--- config.mk ---
export PLATFORM = sky130hd
export DESIGN_NAME = vga_frame_monitor
export DESIGN_NICKNAME = d
export VERILOG_FILES = /design/src/rtl/vga_frame_monitor.sv
export SDC_FILE = /design/constraint.sdc
export NUM_CORES = 1
export LEC_CHECK = 0
export CAP_MARGIN = 20
export CORE_MARGIN = 3
export CORE_UTILIZATION = 30
export CTS_BUF_LIST = sky130_fd_sc_hd__clkbuf_16
export DETAILED_ROUTE_END_ITERATION = 10
export PLACE_DENSITY = 0.58
export SLEW_MARGIN = 20
export SYNTH_ARGS = -nofsm -noshare
export SYNTH_HDL_FRONTEND = slang
export SYNTH_SLANG_ARGS = --single-unit
--- constraint.sdc ---
create_clock -name clk -period 4.75 [get_ports clk]
set_clock_uncertainty 0.15 [all_clocks]
set_input_delay 0.95 -clock clk [delete_from_list [all_inputs] [get_ports clk]]
set_output_delay 0.95 -clock clk [all_outputs]
set_load 0.03 [all_outputs]
--- src/rtl/vga_frame_monitor.sv ---
// vga_frame_monitor: passive VGA sink that locks on 640x480@60 timing and reports pixels.
// Define VGA_MON_CRC_EN to add a per-frame CRC-16-CCITT of the active pixels.
module vga_frame_monitor #(
    parameter int H_ACTIVE = 640,
    parameter int H_SYNC   = 96,
    parameter int H_BACK   = 48,
    parameter int H_TOTAL  = 800,
    parameter int V_ACTIVE = 480,
    parameter int V_SYNC   = 2,
    parameter int V_BACK   = 33,
    parameter int V_TOTAL  = 525
) (
    input  logic        clk,
    input  logic        rst_n,
    input  logic        pix_en,
    input  logic        hor_sync,
    input  logic        ver_sync,
    input  logic [7:0]  red,
    input  logic [7:0]  green,
    input  logic [7:0]  blue,
    input  logic [9:0]  probe_x,
    input  logic [9:0]  probe_y,
    output logic        locked,
    output logic        pix_valid,
    output logic [9:0]  pix_x,
    output logic [9:0]  pix_y,
    output logic [23:0] pix_rgb,
    output logic [23:0] probe_rgb,
    output logic        probe_valid,
    output logic        frame_done,
    output logic        err_pulse,
    output logic [7:0]  err_count,
    output logic [15:0] frame_crc
);

    localparam logic [10:0] HT_C   = 11'(H_TOTAL);
    localparam logic [10:0] HT_M1  = 11'(H_TOTAL - 1);
    localparam logic [10:0] HS_C   = 11'(H_SYNC);
    localparam logic [10:0] H_BEG  = 11'(H_SYNC + H_BACK);
    localparam logic [10:0] H_END  = 11'(H_SYNC + H_BACK + H_ACTIVE);
    localparam logic [9:0]  VT_M1  = 10'(V_TOTAL - 1);
    localparam logic [9:0]  VS_C   = 10'(V_SYNC);
    localparam logic [9:0]  V_BEG  = 10'(V_SYNC + V_BACK);
    localparam logic [9:0]  V_END  = 10'(V_SYNC + V_BACK + V_ACTIVE);

    typedef enum logic [1:0] {
        SEARCH,
        TRAIN,
        LOCKED
    } state_t;

    // Reset asserts asynchronously but releases on a clock edge.
    logic [1:0] rst_sync;
    logic       arst_n;

    always_ff @(posedge clk or negedge rst_n) begin
        if (!rst_n) begin
            rst_sync <= 2'b00;
        end else begin
            rst_sync <= {rst_sync[0], 1'b1};
        end
    end

    assign arst_n = rst_sync[1];

    state_t      state_q;
    state_t      state_d;
    logic        hs_q;
    logic        vs_q;
    logic [10:0] hcnt_q;
    logic [10:0] hcnt_d;
    logic [10:0] hcnt_inc;
    logic [9:0]  vcnt_q;
    logic [9:0]  vcnt_d;
    logic [9:0]  probe_xq;
    logic [9:0]  probe_yq;
    logic [9:0]  x_d;
    logic [9:0]  y_d;
    logic [23:0] rgb;

    logic hs_fall;
    logic hs_rise;
    logic vs_fall;
    logic vs_rise;
    logic fault;
    logic in_win;
    logic pix_fire;
    logic probe_hit;
    logic done_d;
    logic err_d;

    assign rgb     = {red, green, blue};
    assign hs_fall = pix_en & hs_q & ~hor_sync;
    assign hs_rise = pix_en & ~hs_q & hor_sync;
    assign vs_fall = pix_en & vs_q & ~ver_sync;
    assign vs_rise = pix_en & ~vs_q & ver_sync;

    assign hcnt_inc = (hcnt_q == HT_C) ? hcnt_q : hcnt_q + 11'd1;
    assign hcnt_d   = hs_fall ? 11'd0 : hcnt_inc;

    always_comb begin
        vcnt_d = vcnt_q;
        if (vs_fall) begin
            vcnt_d = 10'd0;
        end else if (hs_fall) begin
            vcnt_d = vcnt_q + 10'd1;
        end
    end

    // Rise checks use the count of the sample that shows the rise.
    always_comb begin
        fault = 1'b0;
        if (hs_fall && hcnt_q != HT_M1) begin
            fault = 1'b1;
        end
        if (hs_rise && hcnt_d != HS_C) begin
            fault = 1'b1;
        end
        if (vs_fall && vcnt_q != VT_M1) begin
            fault = 1'b1;
        end
        if (vs_rise && vcnt_d != VS_C) begin
            fault = 1'b1;
        end
        if (pix_en && !hs_fall && hcnt_q == HT_M1) begin
            fault = 1'b1;
        end
    end

    assign in_win = (hcnt_d >= H_BEG) && (hcnt_d < H_END) &&
                    (vcnt_d >= V_BEG) && (vcnt_d < V_END);

    assign x_d = 10'(hcnt_d - H_BEG);
    assign y_d = vcnt_d - V_BEG;

    assign pix_fire  = pix_en && (state_q == LOCKED) && in_win;
    assign probe_hit = pix_fire && (x_d == probe_xq) && (y_d == probe_yq);

    always_comb begin
        state_d = state_q;
        done_d  = 1'b0;
        err_d   = 1'b0;
        unique case (state_q)
            SEARCH: begin
                if (vs_fall) begin
                    state_d = TRAIN;
                end
            end
            TRAIN: begin
                if (fault) begin
                    state_d = SEARCH;
                end else if (vs_fall) begin
                    state_d = LOCKED;
                end
            end
            LOCKED: begin
                if (fault) begin
                    state_d = SEARCH;
                    err_d   = 1'b1;
                end else if (vs_fall) begin
                    done_d = 1'b1;
                end
            end
            default: begin
                state_d = SEARCH;
            end
        endcase
    end

    always_ff @(posedge clk or negedge arst_n) begin
        if (!arst_n) begin
            state_q <= SEARCH;
        end else begin
            state_q <= state_d;
        end
    end

    // Syncs idle high, so a low first sample counts as a fall.
    always_ff @(posedge clk or negedge arst_n) begin
        if (!arst_n) begin
            hs_q     <= 1'b1;
            vs_q     <= 1'b1;
            hcnt_q   <= 11'd0;
            vcnt_q   <= 10'd0;
            probe_xq <= 10'd0;
            probe_yq <= 10'd0;
        end else if (pix_en) begin
            hs_q   <= hor_sync;
            vs_q   <= ver_sync;
            hcnt_q <= hcnt_d;
            vcnt_q <= vcnt_d;
            if (vs_fall) begin
                probe_xq <= probe_x;
                probe_yq <= probe_y;
            end
        end
    end

    always_ff @(posedge clk or negedge arst_n) begin
        if (!arst_n) begin
            locked      <= 1'b0;
            pix_valid   <= 1'b0;
            pix_x       <= 10'd0;
            pix_y       <= 10'd0;
            pix_rgb     <= 24'd0;
            probe_valid <= 1'b0;
            probe_rgb   <= 24'd0;
            frame_done  <= 1'b0;
            err_pulse   <= 1'b0;
            err_count   <= 8'd0;
        end else begin
            locked      <= (state_d == LOCKED);
            pix_valid   <= pix_fire;
            probe_valid <= probe_hit;
            frame_done  <= done_d;
            err_pulse   <= err_d;
            if (pix_fire) begin
                pix_x   <= x_d;
                pix_y   <= y_d;
                pix_rgb <= rgb;
            end
            if (probe_hit) begin
                probe_rgb <= rgb;
            end
            if (err_d && err_count != 8'hFF) begin
                err_count <= err_count + 8'd1;
            end
        end
    end

`ifdef VGA_MON_CRC_EN
    function automatic logic [15:0] crc_px(
        input logic [15:0] c_in,
        input logic [23:0] d
    );
        logic [15:0] c;
        c = c_in;
        for (int i = 2; i >= 0; i--) begin
            c = c ^ {d[i*8 +: 8], 8'h00};
            for (int k = 0; k < 8; k++) begin
                if (c[15]) begin
                    c = {c[14:0], 1'b0} ^ 16'h1021;
                end else begin
                    c = {c[14:0], 1'b0};
                end
            end
        end
        return c;
    endfunction

    logic [15:0] crc_acc;

    // The fall that closes a frame also opens the next accumulation.
    always_ff @(posedge clk or negedge arst_n) begin
        if (!arst_n) begin
            crc_acc   <= 16'hFFFF;
            frame_crc <= 16'd0;
        end else if (pix_en) begin
            if (vs_fall) begin
                crc_acc <= 16'hFFFF;
            end else if (pix_fire) begin
                crc_acc <= crc_px(crc_acc, rgb);
            end
            if (done_d) begin
                frame_crc <= crc_acc;
            end
        end
    end
`else
    assign frame_crc = 16'd0;
`endif

endmodule

=== Word level (Yosys, flattened, before mapping) ===
Cells that the tools add are included.

* Register bits after elaboration: 128
* Input port bits: 49
* Output and inout port bits: 97
* Word-level logic and storage cells: 87

* Add/sub/neg operators: 5
* Magnitude comparators: 4
* Equal/unequal tests: 12
* Muxes and demuxes: 19
* Bitwise operators: 12
* Reduce and logical (&&, ||, !) cells: 17

{| class="wikitable"
|+ Operators by type and width
! kind !! number
|-
| $eq 11x10->1 const B || 2
|-
| $mux 11 || 2
|-
| $eq 10x10->1 || 2
|-
| $mux 10 || 2
|-
| $logic_and 1x1->1 || 14
|-
| $add 11x1->11 const B || 1
|-
| $ge 11x8->1 const B || 1
|-
| $lt 11x10->1 const B || 1
|-
| $ne 11x10->1 const B || 1
|-
| $ne 11x7->1 const B || 1
|-
| $add 10x1->10 const B || 1
|-
| $ge 10x6->1 const B || 1
|-
| $lt 10x10->1 const B || 1
|-
| $mux 1 || 10
|-
| $ne 10x10->1 const B || 1
|-
| $ne 10x2->1 const B || 1
|-
| $sub 10x6->10 const B || 1
|-
| $sub 10x8->10 const B || 1
|-
| $add 8x1->8 const B || 1
|-
| $and 1x1->1 || 8
|-
| $mux 2 || 4
|-
| $ne 8x8->1 const B || 1
|-
| $pmux 2 s3 || 1
|-
| $eq 2x2->1 const B || 2
|-
| 5 further kinds || 8
|}

=== Longest topological paths before layout ===
Gate-level depths: netlist of the first run.

* Depth in word-level cells: 12
* Gate-level depth with buffers: 17

=== Least setup slack after synthesis of the first run ===
OpenSTA, ideal clock, no wires.

* Kind: input -> register
* Start point: input ver_sync
* End point: register probe_rgb[10]
* Arrival: 4,339 ps
* Data required time: 4,475 ps
* Slack: 136 ps
* Cell stages on the path: 16
* Buffers on the path: 4
* Cells stage by stage: and3b_1 -> buf_2 -> clkbuf_1 -> clkbuf_1 -> a21oi_1 -> ha_1 -> or4_1 -> nor2_1 -> a211oi_2 -> or2_1 -> and2_1 -> xnor2_1 -> nor4_4 -> nand4_4 -> buf_6 -> mux2_4

* Longest elaborated chain between the ends: 9
* Elaborated cells on any way between the ends: 12
* Classes of those cells: 1 x add/sub; 2 x order compare; 1 x eq/ne; 1 x mux; 2 x bitwise; 5 x reduce/logical

{| class="wikitable"
|+ RTL lines
! item !! RTL line !! text
|-
| start, declared || 17 || <nowiki>input logic ver_sync,</nowiki>
|-
| $not 1->1 (*) || 95 || <nowiki>assign vs_fall = pix_en & vs_q & ~ver_sync;</nowiki>
|-
| $and 1x1->1 (*) || 95 ||
|-
| $mux 10 (*) || 103 || <nowiki>if (vs_fall) begin</nowiki>
|-
| named net vcnt_d[1] || 74 || <nowiki>logic [9:0] vcnt_d;</nowiki>
|-
| parallel branches: the longest is 5 deep, another holds $sub 10x6->10 || n/a ||
|-
| $logic_and 1x1->1 (*) || 137 || <nowiki>assign probe_hit = pix_fire && (x_d == probe_xq) && (y_d == probe_yq);</nowiki>
|-
| end signal, assigned || 223 || <nowiki>probe_rgb <= rgb;</nowiki>
|-
| end, declared || 28 || <nowiki>output logic [23:0] probe_rgb,</nowiki>
|}

Mark *: on every way through the listed nets, which the timed path passes.
A chain may end at the register's enable or synchronous reset.

=== Final worst setup path of the first run ===
* Start point: input hor_sync
* End point: register probe_rgb[23]

* Elaborated cells on any way between the ends: 19
* Classes of those cells: 2 x add/sub; 4 x order compare; 2 x eq/ne; 3 x mux; 2 x bitwise; 6 x reduce/logical

{| class="wikitable"
|+ RTL lines
! item !! RTL line !! text
|-
| start, declared || 16 || <nowiki>input logic hor_sync,</nowiki>
|-
| $not 1->1 || 93 || <nowiki>assign hs_fall = pix_en & hs_q & ~hor_sync;</nowiki>
|-
| $and 1x1->1 || 93 ||
|-
| $mux 11 || 99 || <nowiki>assign hcnt_d = hs_fall ? 11'd0 : hcnt_inc;</nowiki>
|-
| named net hcnt_d[4] || 71 || <nowiki>logic [10:0] hcnt_d;</nowiki>
|-
| $sub 10x8->10 || 133 || <nowiki>assign x_d = 10'(hcnt_d - H_BEG);</nowiki>
|-
| named net x_d[4] || 77 || <nowiki>logic [9:0] x_d;</nowiki>
|-
| $eq 10x10->1 || 137 ||
|-
| $logic_and 1x1->1 (2 in a row) || 137 ||
|}

The timed path passes the listed nets, and every way through them passes these cells.

==> flow_summary.toml, run 1 <==
[route]
ant_nets = 0
wire_per_inst_um = 16.7
vias = 5302
dr.pass1.iters = 5
vias_per_cell = 4.80
drc = 0
wl_um = 18400
drt_iter0_drc = 404

[yosys]
synth_top_family_by_area = "simple AND/OR/NAND/NOR gates"
synthTopCellsByArea = "dfrtp_1 (46%), mux2_2 (6.2%), nand2_1 (4.9%)"
synth_cells = 658
yosys.area.top_type = "dfrtp_1"
synth_compound_area_frac = 0.0868
synthAdderAreaFrac = 0.0182
ys.warnings.count = 0
yosysTopAreaCellShare = 0.459
synth.most_common_cell = "dfrtp_1"
synth_cell_types = 71
synth_xor_area_frac = 0.0494
netlist_top_cells_count = "dfrtp_1 (126), nand2_1 (89), nor2_1 (41)"
ys_seq_area_frac = 0.467
async_flop_share = 1.00
syn_area_sq_um = 6860
synth-edff-count = 0
synth.ff_latch_count = 128
yosys.area_share.simple = 0.190
synthMuxAreaShare = 0.131
synth_area_per_cell_sq_um = 10.4
ys.flop_type = "dfrtp_1"

[floorplanning]
boundaryPins = 146
floorplan.initialDensity = 0.310
coreArea_sq_um = 22200
die_h_um = 157
die_w_um = 157
num_rows = 54
dieArea_sq_um = 24700

[timing]
relSlewSlack = 0.442
hold_viol = 0
rsz0062_at_grt = "no"
hold_ws_ps = 43.2
tightest_slew_ps = 836
drv_slew = 0
max_freq_mhz = 220
setup_viol = 0
period_share = 0.958
fin_crit_ps = 4550

[placed_design]
hpwl_um = 13600
gp_congestion = 0.870
port_buffers = 129
post_dp_cell_area_sq_um = 8630

[grt]
antenna_found_initial = 0
grt_overflow = 0
grt_pass1_vias = 5493
grt_max_degree = 66
grt_usage = 0.154
grt_pass1_wl_um = 30100

[power_and_ir_drop]
total_power_mw = 3.31
cellLeakagePower_nw = 4.22
ir_drop_uv = 276
powerDensity_nw_per_um2 = 360

[critical_path]
endpoint_kind = "flop"
cp_cell_sequence = "clkdlybuf4s50_1 -> and3b_1 -> nor4_2 -> inv_1 -> ha_1 -> xnor2_1 -> nor3_1 -> o311ai_0 -> nor4bb_1 -> nand4_1 -> nor4b_4 -> nand4_4 -> buf_12 -> mux2_1"
required_ps = 4890
crit_arrival_ps = 4690
cpPeakStageDelay_ps = 510
crit_slowest_cell = "clkdlybuf4s50_1"
path_class = "input port to flop"
worstPathMaxFanout = 24
cp-start-kind = "input port"

[layout]
area_delta_synth_final_pct = 34.0
nets = 871
n_fill_cell = 2171
fin_util = 0.415
antenna_cells = 0
drive_above_1_share = 0.185
final_area_sq_um = 9200

[clock_network]
htree_num_levels = 4
cts_max_path_buffers = 2
cts_made_buffers = 17
cts_tree = "done"
clock_sinks = 128
cts-root-buf = "clkbuf_16"
clkTransAtPathRegs_ps = 60
clk_latency_ps = 410

[hold_path]
hp-class = "flop to async pin"

[run]
maxCapViolations = 0

[status]
outcome = "complete, no violations"
[sequential cells by signal, indices dropped and copies added (netlist names)]
| signal | count |
|---|---|
| err_count | 8 |
| err_pulse | 1 |
| frame_done | 1 |
| hcnt_q | 11 |
| hs_q | 1 |
| locked | 1 |
| pix_rgb | 24 |
| pix_valid | 1 |
| pix_x | 10 |
| pix_y | 10 |
| probe_rgb | 24 |
| probe_valid | 1 |
| probe_xq | 10 |
| probe_yq | 10 |
| rst_sync | 2 |
| state_q | 2 |
| vcnt_q | 10 |
| vs_q | 1 |
[placed cells by master (no fill, tap or decap), drive strengths merged, types with 23 or more instances in the layout]
master / n
nand2: 89
inv: 27
dfrtp: 126
nor2: 41
a21oi: 29
o21ai: 23
xnor2: 27
mux2: 62
buf: 44
clkdlybuf4s50: 129
[what timing repair did]
action                     in CTS  in global routing
resized for setup               0                  1
hold buffers                    0                  0
setup endpoints to repair       0                  6
setup buffers                   0                  0
[critical path: cells and delay by family]
kind            cells  cell delay [ps]
xor+xnor            1              140
fa+ha+maj           1              340
mux                 1              320
compound gates      1              170
buf+inv             3              830
simple gates        7             1920
[area by class of cell]
type | instances | area [sq um] | share of cell area
inverter | 23 | 86.3 | 0.00939
clock inverter | 15 | 140 | 0.0152
multi-input combinational | 469 | 3340 | 0.363
tap | 280 | 350 | 0.0381
clock buffer | 17 | 425 | 0.0463
timing repair buffer | 173 | 1650 | 0.179
sequential | 128 | 3210 | 0.349
[routing by layer]
layer | share of wire | GRT usage | wire, um
met1 | 0.47 | 0.215 | 8630
met4 | 0.013 | 0.0421 | 243
met2 | 0.48 | 0.242 | 8780
met5 | 0 | 0 | 0
met3 | 0.043 | 0.0352 | 785
[through the flow]
stage | cells | worst slack, ps | setup TNS [ps]
detailed placement | 1073 | -195 | -4240
global route | 1105 | 27.7 | 0
global placement | 1073 | -27.1 | -390
CTS | 1105 | 241 | 0
finish | 1105 | 200 | 0
floorplan | 673 | 136 | 0
[cells by family after synthesis]
logic type,Yosys count
buffers and inverters,76
AOI/OAI and AO/OA,93
and+or+nand+nor,238
other,2
muxes,74
xor gates and xnor gates,37
DFF,128
adders and majority gates,10
[where the power goes]
part           internal [mW]  switching, mW
Clock                  0.726          0.512
Combinational          0.344          0.426
Sequential              1.17          0.133
[final timing paths]
path / startpoint / end / slack, ps / depth (start not counted)
worst max-delay path: hor_sync / probe_rgb[23] / 200 / 14
worst min-delay path: rst_sync[1] / probe_rgb[18] / 40 / 0
worst max register to register: hcnt_q[0] / probe_rgb[23] / 430 / 14
worst min register to register: rst_sync[1] / probe_rgb[18] / 40 / 0
max in group asynchronous: rst_sync[1] / hcnt_q[2] / 3290 / 1
min in group clk: rst_sync[0] / rst_sync[1] / 200 / 0
(Power assumes the default switching activity.)
==> run 2: changes to the inputs <==
- CORE_ASPECT_RATIO: unset -> 1.25
==> run 2 against run 1 <==
Net effect:
- utilization fell by 0.17 points
- count of clock-buffer cells in the layout did not move
- fmax rose by 3.8%
- cell count rose by 0.72%
- sequential share of layout area fell by 0.17 points
- power rose by 2.1%
- critical path depth rose by 3
- flip-flop and latch count did not move
- highest routed layer unchanged
==> flow_summary.toml, run 2 (synthesis gave the netlist of run 1 again) <==
[status]
outcome = "complete, no violations"

[hold_path]
whs_endpoint = "rst_sync[1]"
hp-class = "flop to flop"
min_path_cells = 0
worstHoldStart = "rst_sync[0]"

[critical_path]
rr_startpoint = "hcnt_q[0]"
rrSetupSlack_ps = 610
required_ps = 4900
crit_arrival_ps = 4540
worstPathMaxFanout = 19
cp-start-kind = "input port"
r2r_cells = 15
critPathLaunch = "hor_sync"
endpoint_kind = "flop"
r2r_end = "probe_rgb[0]"
path_class = "input port to flop"

[timing]
tightest_slew_ps = 760
hold_ws_ps = 218
fin_ws_ps = 366
drv_slew = 0
rsz0062_at_grt = "no"
hold_viol = 0
fin_crit_ps = 4380
relSlewSlack = 0.493
max_freq_mhz = 228
setup_viol = 0
period_share = 0.923

[grt]
grt_usage = 0.149
top_usage_layer = "met2"
grt_pass1_vias = 5352
use_met2 = 0.252
grt_overflow = 0
grt_util_met3 = 0.0370
grt_max_degree = 58
antenna_found_initial = 0
grt_pass1_wl_um = 29100
use_met1 = 0.186

[floorplanning]
boundaryPins = 146
die_h_um = 175
floorplan.initialDensity = 0.307
num_rows = 61
coreArea_sq_um = 22400
dieArea_sq_um = 24700
die_w_um = 141

[route]
ant_nets = 0
drc = 0
dr.pass1.iters = 4
wire_per_inst_um = 16.4
vias_per_cell = 4.78
vias = 5315
drt_iter0_drc = 292
wl_um = 18300

[layout]
final_common_cell = "clkdlybuf4s50_1"
layout_common_cells = "clkdlybuf4s50_1 (129), dfrtp_1 (125), nand2_1 (89)"
regArea_sq_um = 3210
n_fill_cell = 2193
multi_input_area_sq_um = 3330
nets = 876
area_delta_synth_final_pct = 34.6
drive_above_1_share = 0.190
top_regs = "pix_rgb: 24 flops, probe_rgb: 24 flops, hcnt_q: 11 flops"
antenna_cells = 0
fin_util = 0.413

[clock_network]
post_cts.repair.setup_buffers = 0
cts_hold_buf = 0
cts_tree = "done"
clk_latency_ps = 420
cts_made_buffers = 17
cts_max_path_buffers = 2
htree_num_levels = 4
cts-root-buf = "clkbuf_16"
clock_sinks = 128
clkTransAtPathRegs_ps = 60
cts_resized = 0

[placed_design]
place_ws_ps = -76.5
hpwl_um = 13800
port_buffers = 129
gp_congestion = 0.831

[power_and_ir_drop]
ir_drop_uv = 240
total_power_mw = 3.39
powerDensity_nw_per_um2 = 366
cellLeakagePower_nw = 4.23

[run]
maxCapViolations = 0
[run 2: layer usage]
metal	vias up	share of wire
li1	2599	-
met2	161	0.49
met5	-	0
met4	0	0.015
met1	2539	0.44
met3	16	0.057
[run 2: report_power, final]
part	switching, mW	internal (mW)
clock network	0.518	0.778
registers	0.126	1.17
logic	0.432	0.358
[run 2: worst max-delay path by stage]
stage / end / slack [ps] / depth (start not counted)
floorplan: probe_rgb[10] / 140 / 16
global placement: probe_rgb[0] / -7 / 17
detailed placement: probe_rgb[0] / -80 / 17
CTS: probe_rgb[0] / 370 / 17
global route: probe_rgb[0] / 170 / 17
finish: probe_rgb[0] / 370 / 17
[run 2: stage by stage]
step	cell area, sq um	cells	setup TNS [ps]
global placement	8650	1081	-25.0
finish	9240	1113	0
CTS	9240	1113	0
global route	9240	1113	0
floorplan	6920	673	0
detailed placement	8650	1081	-1330
[run 2: area by class of cell]
class                           count  share of cell area
Clock buffer                       17              0.0460
Clock inverter                     15              0.0175
Multi-Input combinational cell    469               0.361
Inverter                           23             0.00934
Sequential cell                   128               0.347
Timing Repair Buffer              178               0.181
Tap cell                          283              0.0383
[run 2: worst max-delay path, stage by stage]
cell	delay (ps)
clkdlybuf4s50_1	490
buf_4	120
nand3b_1	170
nand2_1	110
a21oi_1	240
inv_1	70
ha_1	330
xnor2_1	140
nor3_1	200
o311ai_0	150
nor4bb_1	300
buf_4	160
nand4_1	130
nor4b_4	300
nand4_4	150
buf_12	210
mux2_1	310
==> run 3: changes to the inputs <==
- SKIP_CTS_REPAIR_TIMING: unset -> 1
==> results of run 3 <==
Final layout, timing and power as in run 2 (identical DEF).
